[src/rtl/qdr_usr_pkg.sv]
// qdr_usr_pkg
//   Shared definitions for the QDR user-port initiator:
//   - default user-port widths (address 22, data 36, byte enables 4)
//   - request record type {rnw, addr, wdata, be} at the default widths
//   - FSM state encoding for the request gate
//   - credit_w(): width of a counter that must hold 0..max_out inclusive
package qdr_usr_pkg;

    localparam int QDR_ADDR_W = 22;
    localparam int QDR_DATA_W = 36;
    localparam int QDR_BE_W   = 4;

    typedef struct packed {
        logic                  rnw;
        logic [QDR_ADDR_W-1:0] addr;
        logic [QDR_DATA_W-1:0] wdata;
        logic [QDR_BE_W-1:0]   be;
    } qdr_req_t;

    typedef enum logic {
        ST_IDLE   = 1'b0,
        ST_ACTIVE = 1'b1
    } qdr_state_t;

    // A count of 0..max_out needs one bit more than log2(max_out) when
    // max_out is a power of two.
    function automatic int credit_w(input int max_out);
        return $clog2(max_out) + 1;
    endfunction

endpackage

[src/rtl/qdr_rsp_fifo.sv]
// qdr_rsp_fifo
//   Synchronous first-word-fall-through FIFO holding returned read data.
//   The head entry is presented on dout whenever the FIFO is not empty;
//   a push into an empty FIFO is visible on the following cycle.
//   Push and pop in the same cycle are legal on a full FIFO.
// Ports:
//   clk, rst_n      clock, asynchronous active-low reset
//   push, din       write side
//   pop             consume head (ignored when empty)
//   dout            head entry, forced to 0 while empty
//   full, empty     status
//   count           number of entries held (0..DEPTH)
module qdr_rsp_fifo
    import qdr_usr_pkg::*;
#(
    parameter int DEPTH = 8,
    parameter int WIDTH = 36
) (
    input  logic                         clk,
    input  logic                         rst_n,
    input  logic                         push,
    input  logic [WIDTH-1:0]             din,
    input  logic                         pop,
    output logic [WIDTH-1:0]             dout,
    output logic                         full,
    output logic                         empty,
    output logic [credit_w(DEPTH)-1:0]   count
);

    localparam int AW = $clog2(DEPTH);
    localparam int CW = credit_w(DEPTH);

    logic [WIDTH-1:0] mem [DEPTH];
    logic [AW-1:0]    wr_ptr;
    logic [AW-1:0]    rd_ptr;
    logic [CW-1:0]    cnt;
    logic             do_push;
    logic             do_pop;

    assign full    = (cnt == CW'(DEPTH));
    assign empty   = (cnt == '0);
    assign count   = cnt;
    assign do_pop  = pop & ~empty;
    // A pop in the same cycle frees the slot the push lands in.
    assign do_push = push & (~full | do_pop);

    // Storage is data only; it needs no reset because dout is masked while empty.
    always_ff @(posedge clk) begin
        if (do_push) begin
            mem[wr_ptr] <= din;
        end
    end

    always_ff @(posedge clk or negedge rst_n) begin
        if (!rst_n) begin
            wr_ptr <= '0;
            rd_ptr <= '0;
            cnt    <= '0;
        end else begin
            if (do_push) begin
                wr_ptr <= wr_ptr + AW'(1);
            end
            if (do_pop) begin
                rd_ptr <= rd_ptr + AW'(1);
            end
            case ({do_push, do_pop})
                2'b10:   cnt <= cnt + CW'(1);
                2'b01:   cnt <= cnt - CW'(1);
                default: cnt <= cnt;
            endcase
        end
    end

    assign dout = empty ? '0 : mem[rd_ptr];

    overflow_chk: assert property (@(posedge clk) disable iff (!rst_n)
        !(push && full && !pop))
        else $error("qdr_rsp_fifo: push into full FIFO without pop");

endmodule

[src/rtl/qdr_usr_master.sv]
// qdr_usr_master
//   Initiator for the QDR controller user port. Takes single-beat read/write
//   requests on a valid/ready channel, issues one-cycle registered strobes to
//   the controller, limits outstanding reads with credits, and returns read
//   data in order through an FWFT response FIFO.
// Ports:
//   clk0, reset_n                  user clock, asynchronous active-low reset
//   phy_rdy, cal_fail              controller calibration status
//   req_valid/req_ready/req_rnw/req_addr/req_wdata/req_be
//                                  request channel
//   rsp_valid/rsp_ready/rsp_data   in-order read response channel
//   usr_addr/usr_wr_strb/usr_wr_data/usr_wr_be/usr_rd_strb
//                                  registered controller commands
//   usr_rd_data/usr_rd_dvld        controller read return
//   err_clr                        clears the sticky error flags
//   rd_timeout, rd_spurious        sticky error flags
//   inflight                       reads issued and not yet returned
module qdr_usr_master
    import qdr_usr_pkg::*;
#(
    parameter int ADDR_WIDTH      = QDR_ADDR_W,
    parameter int DATA_WIDTH      = QDR_DATA_W,
    parameter int BE_WIDTH        = QDR_BE_W,
    parameter int MAX_OUTSTANDING = 8,
    parameter int TIMEOUT         = 1024
) (
    input  logic                                   clk0,
    input  logic                                   reset_n,
    input  logic                                   phy_rdy,
    input  logic                                   cal_fail,
    input  logic                                   req_valid,
    output logic                                   req_ready,
    input  logic                                   req_rnw,
    input  logic [ADDR_WIDTH-1:0]                  req_addr,
    input  logic [DATA_WIDTH-1:0]                  req_wdata,
    input  logic [BE_WIDTH-1:0]                    req_be,
    output logic                                   rsp_valid,
    input  logic                                   rsp_ready,
    output logic [DATA_WIDTH-1:0]                  rsp_data,
    output logic [ADDR_WIDTH-1:0]                  usr_addr,
    output logic                                   usr_wr_strb,
    output logic [DATA_WIDTH-1:0]                  usr_wr_data,
    output logic [BE_WIDTH-1:0]                    usr_wr_be,
    output logic                                   usr_rd_strb,
    input  logic [DATA_WIDTH-1:0]                  usr_rd_data,
    input  logic                                   usr_rd_dvld,
    input  logic                                   err_clr,
    output logic                                   rd_timeout,
    output logic                                   rd_spurious,
    output logic [credit_w(MAX_OUTSTANDING)-1:0]   inflight
);

    localparam int CW = credit_w(MAX_OUTSTANDING);
    localparam int TW = $clog2(TIMEOUT);

    qdr_state_t    state;
    logic          ready_base;
    logic [CW:0]   credits;
    logic          rd_credit_ok;
    logic          wr_accept;
    logic          rd_accept;
    logic          rd_return;
    logic          spurious_set;
    logic          timeout_hit;
    logic [TW-1:0] to_cnt;
    logic [CW-1:0] fifo_count;
    logic          fifo_full;
    logic          fifo_empty;
    logic          fifo_pop;

    assign ready_base = phy_rdy & ~cal_fail;

    // The read being strobed this cycle is not yet in inflight, so it is
    // counted separately to keep the credit total exact.
    assign credits = {1'b0, inflight} + {1'b0, fifo_count}
                   + {{CW{1'b0}}, usr_rd_strb};
    assign rd_credit_ok = (credits < (CW+1)'(MAX_OUTSTANDING));

    // ready_base is used directly so loss of calibration drops ready at once.
    assign req_ready = (state == ST_ACTIVE) & ready_base
                     & (~req_rnw | rd_credit_ok);
    assign wr_accept = req_valid & req_ready & ~req_rnw;
    assign rd_accept = req_valid & req_ready &  req_rnw;

    assign rd_return    = usr_rd_dvld & (inflight != '0);
    assign spurious_set = usr_rd_dvld & (inflight == '0);
    assign timeout_hit  = (inflight != '0) & ~usr_rd_dvld
                        & (to_cnt == TW'(TIMEOUT - 1));

    assign fifo_pop  = rsp_valid & rsp_ready;
    assign rsp_valid = ~fifo_empty;

    // Request gate FSM
    always_ff @(posedge clk0 or negedge reset_n) begin
        if (!reset_n) begin
            state <= ST_IDLE;
        end else begin
            case (state)
                ST_IDLE:   if (ready_base)  state <= ST_ACTIVE;
                ST_ACTIVE: if (!ready_base) state <= ST_IDLE;
                default:   state <= ST_IDLE;
            endcase
        end
    end

    // Issue stage: accept in cycle N, strobe in cycle N+1. Address and write
    // payload keep their last values outside the strobe cycle.
    always_ff @(posedge clk0 or negedge reset_n) begin
        if (!reset_n) begin
            usr_wr_strb <= 1'b0;
            usr_rd_strb <= 1'b0;
            usr_addr    <= '0;
            usr_wr_data <= '0;
            usr_wr_be   <= '0;
        end else begin
            usr_wr_strb <= wr_accept;
            usr_rd_strb <= rd_accept;
            if (wr_accept || rd_accept) begin
                usr_addr <= req_addr;
            end
            if (wr_accept) begin
                usr_wr_data <= req_wdata;
                usr_wr_be   <= req_be;
            end
        end
    end

    // Read tracking: inflight and the no-return watchdog
    always_ff @(posedge clk0 or negedge reset_n) begin
        if (!reset_n) begin
            inflight <= '0;
            to_cnt   <= '0;
        end else begin
            if (timeout_hit) begin
                // Everything outstanding is abandoned; a read strobed this
                // very cycle is still live.
                inflight <= {{(CW-1){1'b0}}, usr_rd_strb};
            end else begin
                case ({usr_rd_strb, rd_return})
                    2'b10:   inflight <= inflight + CW'(1);
                    2'b01:   inflight <= inflight - CW'(1);
                    default: inflight <= inflight;
                endcase
            end

            if ((inflight == '0) || usr_rd_dvld || timeout_hit) begin
                to_cnt <= '0;
            end else begin
                to_cnt <= to_cnt + TW'(1);
            end
        end
    end

    // Sticky error flags; a new event wins over a clear in the same cycle.
    always_ff @(posedge clk0 or negedge reset_n) begin
        if (!reset_n) begin
            rd_timeout  <= 1'b0;
            rd_spurious <= 1'b0;
        end else begin
            if (timeout_hit) begin
                rd_timeout <= 1'b1;
            end else if (err_clr) begin
                rd_timeout <= 1'b0;
            end
            if (spurious_set) begin
                rd_spurious <= 1'b1;
            end else if (err_clr) begin
                rd_spurious <= 1'b0;
            end
        end
    end

    qdr_rsp_fifo #(
        .DEPTH (MAX_OUTSTANDING),
        .WIDTH (DATA_WIDTH)
    ) u_rsp_fifo (
        .clk   (clk0),
        .rst_n (reset_n),
        .push  (rd_return),
        .din   (usr_rd_data),
        .pop   (fifo_pop),
        .dout  (rsp_data),
        .full  (fifo_full),
        .empty (fifo_empty),
        .count (fifo_count)
    );

    // Credits bound the FIFO occupancy; a push into a full FIFO without a
    // simultaneous pop means the credit accounting is broken.
    credit_chk: assert property (@(posedge clk0) disable iff (!reset_n)
        !(rd_return && fifo_full && !fifo_pop))
        else $error("qdr_usr_master: response FIFO overflow");

endmodule

[config.mk]
export PLATFORM = sky130hd
export DESIGN_NAME = qdr_usr_master
export DESIGN_NICKNAME = d
export VERILOG_FILES = /design/src/rtl/qdr_usr_pkg.sv /design/src/rtl/qdr_rsp_fifo.sv /design/src/rtl/qdr_usr_master.sv
export SDC_FILE = /design/constraint.sdc
export NUM_CORES = 1
export LEC_CHECK = 0
export CAP_MARGIN = 25
export CORE_ASPECT_RATIO = 1.1
export CORE_MARGIN = 3
export CORE_UTILIZATION = 55
export DETAILED_ROUTE_END_ITERATION = 10
export MAX_ROUTING_LAYER = met4
export PLACE_DENSITY = 0.8
export SYNTH_ARGS = -nofsm -noshare
export SYNTH_HDL_FRONTEND = slang
export SYNTH_SLANG_ARGS = --single-unit
[constraint.sdc]
create_clock -name clk0 -period 10.35 [get_ports clk0]
set_clock_uncertainty 0.15 [all_clocks]
set_input_delay 2.07 -clock clk0 [delete_from_list [all_inputs] [get_ports clk0]]
set_output_delay 2.07 -clock clk0 [all_outputs]
set_load 0.01 [all_outputs]
**Word level (Yosys, flattened, before mapping)**

Memory sizes are Yosys's and may differ from the RTL's.
Index checks and enable logic that the tools add are counted.

- Bits in registers: 91
- Bits in writable memories: 288
- Input bits: 107
- Output and inout port bits: 108
- Logic and storage cells: 71
- Memories: 1

Memories:

| name | depth | width | rd ports | clocked after memory_dff | write ports | line | RTL |
|---|---|---|---|---|---|---|---|
| u_rsp_fifo.mem | 8 | 36 | 1 | 0 | 1 | qdr_rsp_fifo.sv:33 | `logic [WIDTH-1:0] mem [DEPTH];` |

- $add $sub $neg: 9
- $lt $le $gt $ge: 1
- Eq/ne operators: 6
- Muxes and demuxes: 11
- Bitwise logic cells: 20
- Reductions and logical operators: 10

Operators by type and width:

| cell | count |
|---|---|
| two-way mux 36 bit | 1 |
| case mux 4 bit (2 select lines) | 2 |
| AND 1 bit | 13 |
| adder 10 x 1 -> 10 bit, second input constant | 1 |
| == test 10 bit, second input constant | 1 |
| two-way mux 10 bit | 1 |
| adder 4 x 1 -> 4 bit, second input constant | 2 |
| zero test 4 bit | 2 |
| subtractor 4 x 1 -> 4 bit, second input constant | 2 |
| adder 3 x 1 -> 3 bit, second input constant | 2 |
| two-way mux 1 bit | 6 |
| nonzero test 2 bit | 3 |
| adder 4 x 4 -> 5 bit | 1 |
| adder 5 x 1 -> 5 bit | 1 |
| < comparator 5 x 4 -> 1 bit, second input constant | 1 |
| inverter 1 bit | 5 |
| == test 2 x 1 -> 1 bit, second input constant | 2 |
| == test 2 bit, second input constant | 2 |
| == test 4 bit, second input constant | 1 |
| two-way mux 4 bit | 1 |
| nonzero test 4 bit | 1 |
| logical OR 1 bit | 3 |
| nonzero test 3 bit | 1 |
| OR 1 bit | 2 |

**Depth between registers and ports, before layout**

- Depth in word-level cells: 8
- Mapped depth: 9
- Gate-level depth less buffers: 9

**Cells and area by module**

Synthesis repeated with hierarchy kept, for this count alone.

- Cell total of the unflattened synthesis: 921
- Area total of the unflattened synthesis: 15348.5 sq um

Modules (own cells, without submodules):

| module | times used | cells each | area each (sq um) | sequential area each (sq um) |
|---|---|---|---|---|
| qdr_rsp_fifo | 1 | 521 | 11551.1 | 8898.5 |
| qdr_usr_master | 1 | 400 | 3797.4 | 2026.9 |

**Least setup slack after synthesis**

OpenSTA, ideal clock, no wires.

- Kind: input -> register
- From: input port usr_rd_dvld
- To: memory u_rsp_fifo.mem[1][0], enable pin
- Setup time: 0.474 ns
- Arrival time: 5.206 ns
- Data required time: 9.726 ns
- Path slack: 4.520 ns
- Cell stages on the path: 4
- Buffers on the path: 0
- Cell sequence: o41ai_4 > a31oi_1 > nand2_1 > nor3_1

- Longest elaborated chain between the ends: 4

RTL lines:

| item | line | RTL |
|---|---|---|
| from (decl) | qdr_usr_master.sv:46 | `input logic usr_rd_dvld,` |
| AND 1 bit | qdr_usr_master.sv:85 | `assign rd_return = usr_rd_dvld & (inflight != '0);` |
| AND 1 bit | qdr_rsp_fifo.sv:45 | `assign do_push = push & (~full \| do_pop);` |
| two-way mux 1 bit | qdr_rsp_fifo.sv:49 | `if (do_push) begin` |
| two-way mux 1 bit (not written as such) | qdr_rsp_fifo.sv:50 | `mem[wr_ptr] <= din;` |
| to (decl) | qdr_rsp_fifo.sv:33 |  |

Every way passes these cells.

**Final worst setup path**

- From: input port req_rnw
- To: output port req_ready

- Longest elaborated chain between the ends: 3

RTL lines:

| item | line | RTL |
|---|---|---|
| from (decl) | qdr_usr_master.sv:33 | `input logic req_rnw,` |
| inverter 1 bit | qdr_usr_master.sv:81 | `& (~req_rnw \| rd_credit_ok);` |
| OR 1 bit | qdr_usr_master.sv:81 |  |
| AND 1 bit | qdr_usr_master.sv:81 |  |
| to (decl) | qdr_usr_master.sv:32 | `output logic req_ready,` |

Every way passes these cells.

==> run metrics <==
run status=finished, final reports clean; gpl congestion=0.823; Layout area overhead=24.5%; initial antenna violation count=1; Worst Tran Pin Value=1.01 ns; Die Ht=around 180 µm; nature of the critical path endpoint=primary output; Seq/Total Area, Yosys=0.717; first-pass GRT wire length=52,300 µm; FILL cells=1,756; CORE AREA=27,100 µm²; library cells used by synthesis=43; WL per Instance=21.9 µm; Post-CTS Hold Fix Bufs=0; vias per std cell=5.68; overall routed net length=33,300 µm; Net Count, Synth=1,032; CP required=8.13 ns; Iter 0 DRT Violations=between 500 and 600; Die W=around 160 µm; multi-input logic area=4100 µm²; Clock Tree Buf Depth=3; most common cell after layout, fill and taps aside=edfxtp_1; Nets=1,251; hpwl dp=19,700 µm; Slew headroom=0.325; Setup CP Type=primary input to primary output; number of remaining DRC errors=0; Initial Util=0.562; Worst setup SP type=primary input; critical path peak fanout=25; Yosys reg bits=approximately 380; 1st-pass router iterations=5; fin crit share=0.573; CTS Sinks=around 380; vias in the first global route=approximately 9.4k; MaxCap Viol Count=0; ys async rst share=0.240; Cells after DPL=1,447; most frequent cells in the layout=288 x edfxtp_1, 213 x clkdlybuf4s50_1, 152 x nand2_1; worst skew pair latency=0.53 ns; synthesized instance count=911; post-cts sizing count=0; Seq. cell area=10,900 µm²; post-route ant nets=0; FMAX=~170 MHz; largest cells by area after synthesis=edfxtp_1 57%, dfrtp_1 15%, mux4_2 11%; CTS tree=built; WP data arrival=between 3 and 4 ns; Synth area leader=edfxtp_1; final hold viol count=0; layout cells sized above 1=0.146; largest net degree at the start of global routing=74; final setup TNS=0 ns; CTS buffer count=38; YS warnings=0; IO buf count=214; clock-pin slew on the worst setup and hold paths=0.06 ns; Mapped Avg Cell Area=approximately 17 µm²; total power=5.16 mW; Final setup viols=0; RSZ-0062 raised after global routing=no; power per cell area=between 200 and 300 nW/µm²; I/O Pins=about 220; Top FF cell, synth=edfxtp_1; non-filler cells, final=1,518; Slew Viols, Final=0; All-Layer GR Usage=0.237; Hold WC Path Type=flip-flop to flip-flop; Worst VDD drop=between 0.15 and 0.2 mV; H-tree depth=2; Period minus WS final=5.93 ns; Final Hold Slack=0.323 ns; die area=29,800 µm²; FP Rows=63; Synth top area share=0.567; leak pwr=6.91 nW; GRT overflow=0; EDFF count, synth=288; setup bufs post-CTS=0; total number of vias=8,624; Cell Area, Synth=15,200 µm²; Clock Root Buffer=clkbuf_16
state kept, by name, indices dropped and copies added, names as in the netlist:
name,cells
u_rsp_fifo.rd_ptr,3
inflight,4
u_rsp_fifo.mem,288
rd_spurious,1
usr_rd_strb,1
state,1
u_rsp_fifo.wr_ptr,3
rd_timeout,1
to_cnt,10
usr_wr_data,36
u_rsp_fifo.count,4
usr_addr,22
usr_wr_strb,1
usr_wr_be,4
layer usage:
| metal | GRT usage | wire, µm | vias to the layer above |
|---|---|---|---|
| met2 | 0.384 | 16800 | 309 |
| met4 | 0.0631 | 739 | 0 |
| met5 | - | 0 | - |
| met1 | 0.303 | 13500 | 4355 |
| li1 | - | - | 3915 |
| met3 | 0.0566 | 2280 | 45 |
path summary, 6_finish.rpt:
kind                                 start                    end  slack [ns]  cells after the start
setup / recovery                   req_rnw              req_ready        4.42                      3
hold / removal             usr_wr_data[35]        usr_wr_data[35]        0.32                      2
setup reg to reg               inflight[1]  u_rsp_fifo.mem[1][10]        6.97                      5
hold reg to reg            usr_wr_data[35]        usr_wr_data[35]        0.32                      2
max in group asynchronous          reset_n   u_rsp_fifo.rd_ptr[0]        7.48                      2
min in group asynchronous          reset_n            usr_addr[0]        1.27                      1
stage by stage:
| stage | setup slack, ns | instance area, µm² | util |
|---|---|---|---|
| floorplan | 4.52 | 15200 | - |
| finish | 4.42 | 19000 | 0.700 |
| detailed placement | 4.46 | 17800 | 0.656 |
| global placement | 4.45 | 17800 | 0.656 |
| CTS | 4.39 | 19000 | 0.700 |
| global route | 4.24 | 19000 | 0.700 |
report_power, final:
group	leakage (nW)	switching, mW	internal (mW)
Sequential	3.78	0.175	1.92
Clock	0.577	0.552	0.735
Combinational	2.55	0.877	0.898
final cells by class:
| type | count | area share |
|---|---|---|
| tap | 357 | 0.0235 |
| sequential | 379 | 0.576 |
| inverter | 10 | 0.00198 |
| clock buffer | 49 | 0.0544 |
| timing repair buffer | 232 | 0.120 |
| multi-input combinational | 469 | 0.216 |
| antenna | 2 | 0.000264 |
| clock inverter | 20 | 0.00784 |
cell usage after synthesis (all sizes together), types with 3 or more instances:
| cell | number |
|---|---|
| xnor2 | 11 |
| edfxtp | 288 |
| a21oi | 4 |
| o211ai | 22 |
| a21o | 4 |
| clkbuf | 18 |
| nand2b | 5 |
| inv | 10 |
| mux4 | 72 |
| mux2i | 42 |
| dfrtp | 91 |
| o2111ai | 22 |
| nand3b | 22 |
| nand2 | 152 |
| and2 | 3 |
| o21ai | 4 |
| xor2 | 8 |
| buf | 35 |
| nor2 | 60 |
| nor3 | 5 |
| ha | 12 |
| nor4 | 3 |
cell families (layout without fill, tap and decap cells):
logic type | after synthesis | after routing | synth area share
fa+ha+maj | 14 | 14 | 0.0125
mux | 116 | 116 | 0.135
other cells | 0 | 2 | 0
buf+inv | 63 | 311 | 0.0189
flops | 379 | 379 | 0.717
xor+xnor | 19 | 19 | 0.0114
simple gates | 259 | 259 | 0.0730
compound gates | 61 | 61 | 0.0323
worst max-delay path, cell delays in order:
cell	delay [ns]
clkdlybuf4s50_1	0.78
a21oi_1	0.29
clkdlybuf4s50_1	0.56
Power figures use the tool's default switching activity.
